$ cat src/rtl/vga_pkg.sv
// vga_pkg: 640x480@60 timing constants, lock FSM states and the pixel CRC step,
// shared by the sync receiver and the timing generator.
package vga_pkg;
    localparam int VGA_H_TOTAL = 800;
    localparam int VGA_V_TOTAL = 525;
    localparam int VGA_H_ACT_START = 144;
    localparam int VGA_H_ACT_END = 784;
    localparam int VGA_V_ACT_START = 35;
    localparam int VGA_V_ACT_END = 515;
    localparam int VGA_H_SYNC = 96;
    localparam int VGA_V_SYNC = 2;
    localparam int VGA_LOCK_FRAMES = 2;
    typedef enum logic [1:0] {SEARCH, VERIFY, LOCKED} state_t;
    // CRC-16-CCITT (poly 0x1021) over one 12-bit {r,g,b} pixel, MSB first
    function automatic logic [15:0] crc16_ccitt(input logic [15:0] crc, input logic [11:0] d);
        logic [15:0] c;
        c = crc;
        for (int i = 11; i >= 0; i--) c = {c[14:0], 1'b0} ^ ((c[15] ^ d[i]) ? 16'h1021 : 16'h0000);
        return c;
    endfunction
endpackage

$ cat src/rtl/vga_sync_edge.sv
// vga_sync_edge: two-flop sampler with falling-edge detect for one active-low sync input.
module vga_sync_edge (
    input  logic clk,
    input  logic clr,
    input  logic d,
    output logic fall
);
    logic s1, s2;
    always_ff @(posedge clk or posedge clr)
        if (clr) begin
            s1 <= 1'b0;
            s2 <= 1'b0;
        end else begin
            s1 <= d;
            s2 <= s1;
        end
    assign fall = s2 & ~s1;
endmodule

$ cat src/rtl/vga_sync_rx.sv
// vga_sync_rx: VGA sync receiver - line/frame measurement, lock FSM, active pixel extraction.
// Define VGA_SYNC_RX_CRC_EN to add a per-frame CRC-16-CCITT of active pixels (frame_crc, crc_valid).
module vga_sync_rx
    import vga_pkg::*;
#(
    parameter int H_TOTAL     = VGA_H_TOTAL,
    parameter int V_TOTAL     = VGA_V_TOTAL,
    parameter int H_ACT_START = VGA_H_ACT_START,
    parameter int H_ACT_END   = VGA_H_ACT_END,
    parameter int V_ACT_START = VGA_V_ACT_START,
    parameter int V_ACT_END   = VGA_V_ACT_END,
    parameter int LOCK_FRAMES = VGA_LOCK_FRAMES
) (
    input  logic        clk,
    input  logic        clr,
    input  logic        hsync_i,
    input  logic        vsync_i,
    input  logic [3:0]  r,
    input  logic [3:0]  g,
    input  logic [3:0]  b,
    output logic [9:0]  px_x,
    output logic [8:0]  px_y,
    output logic [3:0]  px_r,
    output logic [3:0]  px_g,
    output logic [3:0]  px_b,
    output logic        px_valid,
    output logic        frame_start,
    output logic        locked,
    output logic [7:0]  err_cnt
`ifdef VGA_SYNC_RX_CRC_EN
    ,
    output logic [15:0] frame_crc,
    output logic        crc_valid
`endif
);
    localparam logic [9:0] H_LAST = 10'(H_TOTAL - 1);
    localparam logic [9:0] V_LAST = 10'(V_TOTAL - 1);
    localparam logic [9:0] HA0 = 10'(H_ACT_START);
    localparam logic [9:0] HA1 = 10'(H_ACT_END);
    localparam logic [9:0] VA0 = 10'(V_ACT_START);
    localparam logic [9:0] VA1 = 10'(V_ACT_END);
    localparam logic [7:0] LF = 8'(LOCK_FRAMES);

    logic        hfall, vfall, line_err, frame_err, e_line, e_frame, act;
    logic [11:0] c1, c2;
    logic [9:0]  hcnt, vcnt;
    logic [7:0]  gcnt, gcnt_next;
    state_t      state, st_mid, state_next;

    vga_sync_edge u_hs (.clk(clk), .clr(clr), .d(hsync_i), .fall(hfall));
    vga_sync_edge u_vs (.clk(clk), .clr(clr), .d(vsync_i), .fall(vfall));

    // colour takes the same two-flop path so c2 lines up with hcnt
    always_ff @(posedge clk or posedge clr)
        if (clr) begin
            c1 <= '0;
            c2 <= '0;
        end else begin
            c1 <= {r, g, b};
            c2 <= c1;
        end

    always_ff @(posedge clk or posedge clr)
        if (clr) begin
            hcnt <= '0;
            vcnt <= '0;
        end else begin
            hcnt <= hfall ? '0 : (hcnt == 10'h3FF ? hcnt : hcnt + 10'd1);
            vcnt <= vfall ? '0 : ((hfall && vcnt != 10'h3FF) ? vcnt + 10'd1 : vcnt);
        end

    // saturation is flagged on the step into 1023, so it fires once per event
    assign line_err  = (hfall && hcnt != H_LAST) || (!hfall && hcnt == 10'h3FE)
                     || (hfall && !vfall && vcnt == 10'h3FE);
    assign frame_err = vcnt != V_LAST;

    // line-level checks resolve before the frame check of a coincident vfall
    always_comb begin
        st_mid = state;
        e_line = 1'b0;
        if (line_err && state != SEARCH) begin
            st_mid = SEARCH;
            e_line = 1'b1;
        end
        state_next = st_mid;
        gcnt_next = gcnt;
        e_frame = 1'b0;
        if (vfall) begin
            if (st_mid == SEARCH) begin
                state_next = VERIFY;
                gcnt_next = '0;
            end else if (frame_err) begin
                state_next = SEARCH;
                e_frame = 1'b1;
            end else if (st_mid == VERIFY) begin
                gcnt_next = gcnt + 8'd1;
                state_next = (gcnt + 8'd1 == LF) ? LOCKED : VERIFY;
            end
        end
    end

    assign act = state == LOCKED && hcnt >= HA0 && hcnt < HA1 && vcnt >= VA0 && vcnt < VA1;

    always_ff @(posedge clk or posedge clr)
        if (clr) begin
            state <= SEARCH;
            gcnt <= '0;
            locked <= 1'b0;
            err_cnt <= '0;
            px_valid <= 1'b0;
            frame_start <= 1'b0;
            px_x <= '0;
            px_y <= '0;
            {px_r, px_g, px_b} <= '0;
        end else begin
            state <= state_next;
            gcnt <= gcnt_next;
            locked <= state_next == LOCKED;
            err_cnt <= err_cnt + 8'((e_line || e_frame) && err_cnt != 8'hFF);
            px_valid <= act;
            frame_start <= act && hcnt == HA0 && vcnt == VA0;
            px_x <= act ? hcnt - HA0 : '0;
            px_y <= act ? 9'(vcnt - VA0) : '0;
            {px_r, px_g, px_b} <= act ? c2 : '0;
        end

`ifdef VGA_SYNC_RX_CRC_EN
    logic [15:0] crc;
    logic        last_px;
    assign last_px = act && hcnt == HA1 - 10'd1 && vcnt == VA1 - 10'd1;
    always_ff @(posedge clk or posedge clr)
        if (clr) begin
            crc <= 16'hFFFF;
            frame_crc <= '0;
            crc_valid <= 1'b0;
        end else begin
            crc <= (vfall || last_px) ? 16'hFFFF : (act ? crc16_ccitt(crc, c2) : crc);
            frame_crc <= last_px ? crc16_ccitt(crc, c2) : frame_crc;
            crc_valid <= last_px;
        end
`endif
endmodule

$ cat config.mk
export PLATFORM = sky130hd
export DESIGN_NAME = vga_sync_rx
export DESIGN_NICKNAME = d
export VERILOG_FILES = /design/src/rtl/vga_pkg.sv /design/src/rtl/vga_sync_edge.sv /design/src/rtl/vga_sync_rx.sv
export SDC_FILE = /design/constraint.sdc
export NUM_CORES = 1
export LEC_CHECK = 0
export CELL_PAD_IN_SITES_DETAIL_PLACEMENT = 2
export CELL_PAD_IN_SITES_GLOBAL_PLACEMENT = 2
export CORE_MARGIN = 2
export CORE_UTILIZATION = 36
export DETAILED_ROUTE_END_ITERATION = 10
export PLACE_DENSITY = 0.79
export SLEW_MARGIN = 20
export SYNTH_ARGS = -nofsm -noshare
export SYNTH_HDL_FRONTEND = slang
export SYNTH_HIERARCHICAL = 1
export SYNTH_SLANG_ARGS = --single-unit
$ cat constraint.sdc
create_clock -name clk -period 4.3 [get_ports clk]
set_input_delay 0.86 -clock clk [delete_from_list [all_inputs] [get_ports clk]]
set_output_delay 0.86 -clock clk [all_outputs]
set_load 0.1 [all_outputs]
; ---- Yosys cells after proc, flatten, opt, wreduce, memory -nomap -nowiden
; Index checks and enable logic that the tools add are counted.
[totals]
output_inout_bits = 42
wordCells = 91
regBits = 100
in_bits = 16
[classes]
n_mux = 20
eq_ne = 15
order_cmp = 4
reduce_logical = 23
bitwise_logic = 4
addsub = 6
[ops]
columns = operator, count
row1 = 10-bit two-way mux, 5
row2 = 10-bit == test (second input constant), 3
row3 = 10-bit inequality test (second input constant), 3
row4 = 8-bit two-way mux, 3
row5 = 10-bit by 1-bit adder with 10-bit output (second input constant), 2
row6 = 10-bit < comparator (second input constant), 2
row7 = 1-bit logical AND, 13
row8 = 12-bit two-way mux, 1
row9 = 2-bit two-way mux, 6
row10 = 10-bit by 6-bit == test with 1-bit output (second input constant), 1
row11 = 10-bit by 8-bit == test with 1-bit output (second input constant), 1
row12 = 10-bit by 6-bit greater-or-equal comparator with 1-bit output (second input constant), 1
row13 = 10-bit by 8-bit greater-or-equal comparator with 1-bit output (second input constant), 1
row14 = 10-bit by 8-bit subtractor with 10-bit output (second input constant), 1
row15 = 9-bit two-way mux, 1
row16 = 9-bit by 6-bit subtractor with 9-bit output (second input constant), 1
row17 = 8-bit by 1-bit adder with 8-bit output, 1
row18 = 8-bit by 1-bit adder with 8-bit output (second input constant), 1
row19 = 8-bit by 2-bit == test with 1-bit output (second input constant), 1
row20 = 8-bit inequality test (second input constant), 1
row21 = 2-bit nonzero test, 3
row22 = 2-bit == test (second input constant), 2
row23 = 1-bit two-way mux, 4
row24 = 2-bit by 1-bit inequality test with 1-bit output (second input constant), 2
row25 = 7 further kinds, 12

; ---- Longest topological paths before layout
; Gate-level depths: netlist of the first run.
[depth]
depth_word = 14
mapped_depth = 11
depth_no_buf = 11

; ---- Modules after synthesis
; Netlist of the first run, hierarchy kept.
[by_module_without_submodules]
columns = mod, cells_each, seq_area_each_um2, instances, area_per_inst_um2
row1 = vga_sync_rx, 379, 2402.3, 1, 4174.0
row2 = vga_sync_edge, 4, 50.0, 2, 67.6

; ---- Least setup slack after synthesis of the first run
; Ideal clock, no wire load.
[synth_path]
kind = reg2reg
start = register hcnt[4]
end = register err_cnt[4]
t_arrival_ps = 2349
path_buffers = 0
slack_ps = 1793
setup_time_ps = 158
synth_period_minus_slack_ps = 2507
path_stages_with_launch = 11
t_required_ps = 4142
cell_sequence = dfrtp_1 > ha_1 > nand3_2 > nor4_2 > or2_4 > nor2_1 > a221oi_1 > ha_1 > ha_1 > nand3_1 > xnor2_1
[synth_between]
elab_chain_cells = 12
word_cells_on_any_way = 15
classes_between = 1 x add/sub / 2 x eq/ne / 4 x mux / 8 x reduce/logical
[synth_lines]
columns = item, line
row1 = from (decl), vga_sync_rx.sv:46  ; logic [9:0] hcnt, vcnt;
row2 = from (signal assigned), vga_sync_rx.sv:68  ; hcnt <= hfall ? '0 : (hcnt == 10'h3FF ? hcnt : hcnt + 10'd1);
row3 = 10-bit inequality test / 10-bit == test (equally long branches), vga_sync_rx.sv:73  ; assign line_err = (hfall && hcnt != H_LAST) || (!hfall && hcnt == 10'h3FE)
row4 = 1-bit logical AND, vga_sync_rx.sv:73
row5 = 1-bit logical OR (*), vga_sync_rx.sv:73
row6 = 1-bit logical OR (*), vga_sync_rx.sv:74  ; || (hfall && !vfall && vcnt == 10'h3FE);
row7 = 1-bit logical AND (*), vga_sync_rx.sv:81  ; if (line_err && state != SEARCH) begin
row8 = 2-bit two-way mux, vga_sync_rx.sv:81
row9 = 2-bit zero test, vga_sync_rx.sv:89  ; if (st_mid == SEARCH) begin
row10 = 1-bit two-way mux, vga_sync_rx.sv:89
row11 = 1-bit two-way mux, vga_sync_rx.sv:88  ; if (vfall) begin
row12 = 1-bit logical OR (*), vga_sync_rx.sv:119  ; err_cnt <= err_cnt + 8'((e_line || e_frame) && err_cnt != 8'hFF);
row13 = 1-bit logical AND (*), vga_sync_rx.sv:119
row14 = 8-bit by 1-bit adder with 8-bit output (*), vga_sync_rx.sv:119
row15 = to (signal assigned), vga_sync_rx.sv:119
row16 = to (decl), vga_sync_rx.sv:29  ; output logic [7:0] err_cnt
; Every way passes the cells marked *; elsewhere a longest branch is shown, timed or not.
; A chain may end at the register's enable or synchronous reset.

; ---- Worst setup path in the final report of the first run
[layout_path]
start = register hcnt[4]
end = register err_cnt[6]
; Same word-level chain as after synthesis.

==> results of run 1 <==
==> cell usage in the layout (no fill, tap or decap), types with 9 or more instances in the layout <==
master	instances
inv_1	15
xnor2_1	19
nand3_1	22
and3_1	9
xor2_1	11
nand2_1	22
dfrtp_1	100
and2_1	14
clkbuf_16	9
ha_1	13
nor2_1	44
nor3_1	11
clkdlybuf4s50_1	57
==> path summary, 6_finish.rpt <==
kind	endpoint	slack, ps	cells past startpoint
hold / removal	c2[5]$_DFF_PP0_	350	0
hold reg to reg	c2[5]$_DFF_PP0_	350	0
max in group asynchronous	err_cnt[4]$_DFF_PP0_	2460	3
setup / recovery	err_cnt[6]$_DFF_PP0_	1270	10
min in group asynchronous	u_vs/s2$_DFF_PP0_	760	2
setup reg to reg	err_cnt[6]$_DFF_PP0_	1270	10
==> final cells by class <==
type,count,share of cell area [%]
inverter,17,1.28
timing repair buffer,59,11.1
clock buffer,9,4.27
clock inverter,7,1.52
sequential,100,47.5
multi-input combinational,249,30.9
tap,143,3.40
==> power groups by stage <==
| stage | combinational (mW) | sequential, mW | clock, mW |
|---|---|---|---|
| detailed placement | 0.429 | 1.10 | 0 |
| CTS | 0.433 | 1.09 | 0.855 |
| global placement | 0.415 | 1.10 | 0 |
| global route | 0.457 | 1.10 | 0.887 |
| finish | 0.425 | 1.09 | 0.829 |
| floorplan | 0.141 | 1.25 | 0 |
==> kinds of logic after synthesis <==
group | share of synthesized area, %
buf+inv | 4.33
compound gates | 6.42
xor+xnor | 6.10
mux | 0.232
simple gates | 21.1
fa+ha+maj | 3.77
flops | 58.1
==> routing by layer <==
layer,up-vias,share of wire (%),GRT usage [%]
met1,1567,42,22.6
met5,-,0,0
met2,48,52,33.6
met4,0,2.1,6.67
li1,1408,-,-
met3,17,3.9,5.90
==> synth_stat cells (all sizes together) (10+ instances only) <==
cell type  instances
dfrtp            100
buf               15
ha                13
nor2              44
nand2             22
nor3              12
nand3             24
inv               16
xor2              11
xnor2             19
and3              10
and2              15
==> through the flow <==
stage	instances	area [um^2]	setup slack (ps)	power, mW	hold slack (ps)
3_5_place_dp	568	4950	1390	1.53	339
2_1_floorplan	387	4310	935	1.39	331
6_report	584	5270	1270	2.34	355
5_1_grt	584	5270	995	2.44	361
3_3_place_gp	568	4950	1470	1.51	333
4_1_cts	584	5260	1310	2.37	358
==> critical path, delay by kind of cell, from the launching register on <==
kind | cells | cell delay [ps]
fa+ha+maj | 3 | 780
simple gates | 5 | 1160
xor+xnor | 1 | 140
compound gates | 1 | 340
flops | 1 | 470
==> flip-flops by register name, indices dropped and copies added (netlist names) <==
register / cells
c2: 12
px_g: 4
px_b: 4
c1: 12
state: 2
vcnt: 10
err_cnt: 8
px_valid: 1
u_vs/s2: 1
locked: 1
gcnt: 8
px_r: 4
u_hs/s1: 1
px_x: 10
frame_start: 1
u_vs/s1: 1
u_hs/s2: 1
px_y: 9
hcnt: 10
==> flow_metrics.tcl, run 1 <==
set metrics [dict create \
    finalClockSkew_ps 11.2 \
    swShare_pct 34.4 \
    synth_edf_count 0 \
    avgRoutedWirePerCell_um 19.3 \
    r2r-start "hcnt[4]$_DFFE_PP0P_" \
    num_vias 3040 \
    syn2layout_area_growth_pct 22.3 \
    port-buffer-count 57 \
    worstSetupStartpointType "register" \
    tns_ps 0 \
    clock_path_buffers 2 \
    die-height_um 113 \
    comb_power_share_pct 18.2 \
    critPathLaunch "hcnt[4]$_DFFE_PP0P_" \
    drcViolationCount 0 \
    pwr-share-clk_pct 35.4 \
    seqPwrFrac_pct 46.4 \
    hpwlAfterDp_mm 7.96 \
    start_util_pct 37.3 \
    ys_top_cells_by_area "dfrtp_1 (58%), xnor2_1 (3.9%), nor2_1 (3.8%), ha_1 (3.8%), nand3_1 (2.6%)" \
    async_flop_share_pct 100 \
    yosysTopAreaCell "dfrtp_1" \
    grtUsageTotal_pct 19.3 \
    ys.flop_type "dfrtp_1" \
    cpPeakStageDelay_ps 550 \
    final_util_pct 45.6 \
    pin_count 58 \
    grt_start_max_net_pins 62 \
    clkLatencyLatePin_ps 370 \
    viasPerCell 5.21 \
    netlist.area_leader.share_pct 58.1 \
    syn-cell-area_mm2 0.00431 \
    postCtsHoldBufs 0 \
    cts_inserted_buffers 9 \
    root_buffer "clkbuf_16" \
    fp.coreArea_mm2 0.0116 \
    clock_sinks 100 \
    num_rows 39 \
    irDropWorstVdd_uv 228 \
    p_leak_nw 2.38 \
    routed_wl_mm 11.3 \
    min_from "c1[5]$_DFF_PP0_" \
    setup_viol 0 \
    critPathKind "register to register" \
    htreeDepth 3 \
    fin_crit_sh_pct 70.4 \
    ys_ff_latch 100 \
    fill_cells 1198 \
    maxCapViolations 0 \
    post-cts-setup-buffer-count 0 \
    antenna_found_initial 0 \
    ff_latch_area_mm2 0.00250 \
    num_antenna_cells 0 \
    hold_violations 0 \
    die_w_um 113 \
    arrival_ps 3270 \
    tightest_slew_ps 1010 \
    yosysUniqueCellTypes 53 \
    cp.required_ps 4550 \
    final-max-slew-violation-count 0 \
    synth_cells 387 \
    grt_overflow_total 0 \
    drt_iter0_drc 83 \
    nets 465 \
    endpoint_kind "register" \
    timing.fmax_mhz 330 \
    slew_headroom_pct 32.2 \
    syn_area_per_cell_um2 11.1 \
    gp_congestion 0.813 \
    ant_nets 0 \
    grt_first_pass_wirelength_mm 18.9 \
    path_cells "ha_1 > nand3_2 > nor4_2 > or2_4 > nor2_1 > a221oi_1 > ha_1 > ha_1 > nand3_1 > xnor2_1" \
    ys_warn_count 6 \
    grt_pass1_vias 3477 \
    synth_fp_nets 416 \
    intPower_mw 1.54 \
    cts_resized 0 \
    critPathMaxFanout 8 \
    status "complete, no violations" \
    path_clk_slew_ps 80 \
    p_switching_uw 804 \
    cp_slowest_cell "nor4_2" \
    multiInputGateArea_mm2 0.00163 \
    cts_tree "yes" \
    cpMostUsedCell "ha_1" \
    drive_above_1_share_pct 7.94 \
    min_path_type "register to register" \
    yosysSeqAreaShare_pct 58.1 \
    finalWorstPathRequiredPeriod_ps 3030 \
    drtPass1Iterations 4 \
    rsz0062_at_grt "no" \
    power_density_mw_per_mm2 444 \
    die-area_mm2 0.0129 \
]
Power figures use the tool's default switching activity.
==> run 2: changes to the inputs <==
- clock period: 4.3 -> 3.1 ns (I/O delays scaled with it)
==> run 2 against run 1 <==
Sequential power increased by 38%. Sequential share of layout area increased by 0.27 points. Cell count increased by 1.4%. Combinational power is 37% higher. Clock power is 36% higher. Largest cell class unchanged. Cell area fell by 0.57%. Global-route usage down 0.81 points.
==> flow_metrics.tcl, run 2 (synthesized netlist as in run 1, its figures left out) <==
set metrics [dict create \
    grt_start_max_net_pins 30 \
    intPower_mw 2.14 \
    status "complete, no violations" \
    critPathMaxFanout 8 \
    top_usage_layer "met2" \
    clkLatencyLatePin_ps 360 \
    endpoint_kind "register" \
    drcViolationCount 0 \
    dpl-instance-area_mm2 0.00492 \
    gr-usage-met1_pct 21.0 \
    arrival_ps 2990 \
    clock_sinks 100 \
    setup_viol 0 \
    met2_usage_pct 33.8 \
    routed_wl_mm 10.8 \
    final_util_pct 45.3 \
    p_total_mw 3.22 \
    htreeDepth 3 \
    num_antenna_cells 0 \
    cts_tree "yes" \
    ant_nets 0 \
    tns_ps 0 \
    finalInstanceArea_mm2 0.00524 \
    start_util_pct 37.3 \
    critPathKind "register to register" \
    rsz0062_at_grt "no" \
    die-area_mm2 0.0129 \
    die-height_um 113 \
    die_w_um 113 \
    maxCapViolations 0 \
    worstSetupStartpointType "register" \
    drtPass1Iterations 4 \
    hpwlAfterDp_mm 7.74 \
    hold_violations 0 \
    pwr-share-clk_pct 35.1 \
    root_buffer "clkbuf_16" \
    timing.fmax_mhz 363 \
    comb_power_share_pct 18.1 \
    grt_pass1_vias 3502 \
    irDropWorstVdd_uv 305 \
    finalWorstPathRequiredPeriod_ps 2750 \
    avgRoutedWirePerCell_um 18.3 \
    syn2layout_area_growth_pct 21.6 \
    viasPerCell 5.14 \
    grt_first_pass_wirelength_mm 18.2 \
    pin_count 58 \
    grt_use_met3_pct 4.14 \
    nets 473 \
    cts_inserted_buffers 9 \
    p_switching_mw 1.08 \
    reg_top3 "c1: 12 flops, c2: 12 flops" \
    min_path_type "register to register" \
    p_leak_nw 2.51 \
    num_rows 39 \
    seqPwrFrac_pct 46.8 \
    grt_overflow_total 0 \
    post-cts-setup-buffer-count 0 \
    swShare_pct 33.5 \
    grtUsageTotal_pct 18.5 \
    path_clk_slew_ps 80 \
    antenna_found_initial 0 \
    num_vias 3043 \
    fin_crit_sh_pct 88.8 \
    fp.coreArea_mm2 0.0116 \
    clock_path_buffers 2 \
    fin_hold_ws_ps 345 \
    final_common_cell "dfrtp_1" \
    drive_above_1_share_pct 19.2 \
    port-buffer-count 57 \
    finalClockSkew_ps 12.6 \
    gp_congestion 0.816 \
    tightest_slew_ps 833 \
    slew_headroom_pct 44.1 \
    cp.required_ps 3340 \
    final-max-slew-violation-count 0 \
    drt_iter0_drc 80 \
    power_density_mw_per_mm2 614 \
    final_cell_mix "dfrtp_1 (100), buf_4 (51), nor2_1 (44)" \
]
run 2: layout make-up:
type                       instances  area, um^2
fill                            1177        6330
tap                              143         179
clock inverter                     6        61.3
multi-input combinational        249        1640
timing repair buffer              67         553
sequential                       100        2500
clock buffer                      10         239
inverter                          17        68.8
run 2: critical path, cell delays in order (launching register included):
cell and delay [ps]:
dfrtp_1 500, ha_1 240, nand3_2 160, nor4_4 340, or2_4 200, nor2_1 80, a221oi_1 310, ha_1 280
ha_1 240, nand3_1 120, xnor2_1 150
run 2: final timing paths:
| path | from | endpoint | slack (ps) | cells past startpoint |
|---|---|---|---|---|
| worst max-delay path | hcnt[4]$_DFFE_PP0P_ | err_cnt[4]$_DFF_PP0_ | 350 | 10 |
| max in group asynchronous | clr | px_g[2]$_DFF_PP0_ | 1630 | 3 |
| worst max register to register | hcnt[4]$_DFFE_PP0P_ | err_cnt[4]$_DFF_PP0_ | 350 | 10 |
| worst min register to register | c1[3]$_DFF_PP0_ | c2[3]$_DFF_PP0_ | 350 | 0 |
| min in group asynchronous | clr | u_vs/s2$_DFF_PP0_ | 540 | 2 |
| worst min-delay path | c1[3]$_DFF_PP0_ | c2[3]$_DFF_PP0_ | 350 | 0 |
run 2: per-layer routing:
metal	vias to the layer above	part of all wire, %
li1	1426	-
met2	43	54
met5	-	0
met4	0	1.6
met3	10	2.8
met1	1564	42
run 2: per-stage QoR:
| step | cells | worst slack (ps) |
|---|---|---|
| floorplan | 387 | 593 |
| global placement | 576 | 440 |
| detailed placement | 576 | 223 |
| CTS | 592 | 226 |
| global route | 592 | 22.7 |
| finish | 592 | 349 |
run 2: timing repair:
action,4_1_cts,5_1_grt
setup endpoints to repair,0,2
resized for setup,0,2
hold buffers,0,0
run 2: power groups by stage:
stage               Combinational, mW  Clock [mW]  Sequential, mW
finish                          0.582        1.13            1.50
global route                    0.627        1.23            1.53
CTS                             0.592        1.18            1.51
detailed placement              0.590           0            1.53
global placement                0.568           0            1.52
floorplan                       0.196           0            1.74
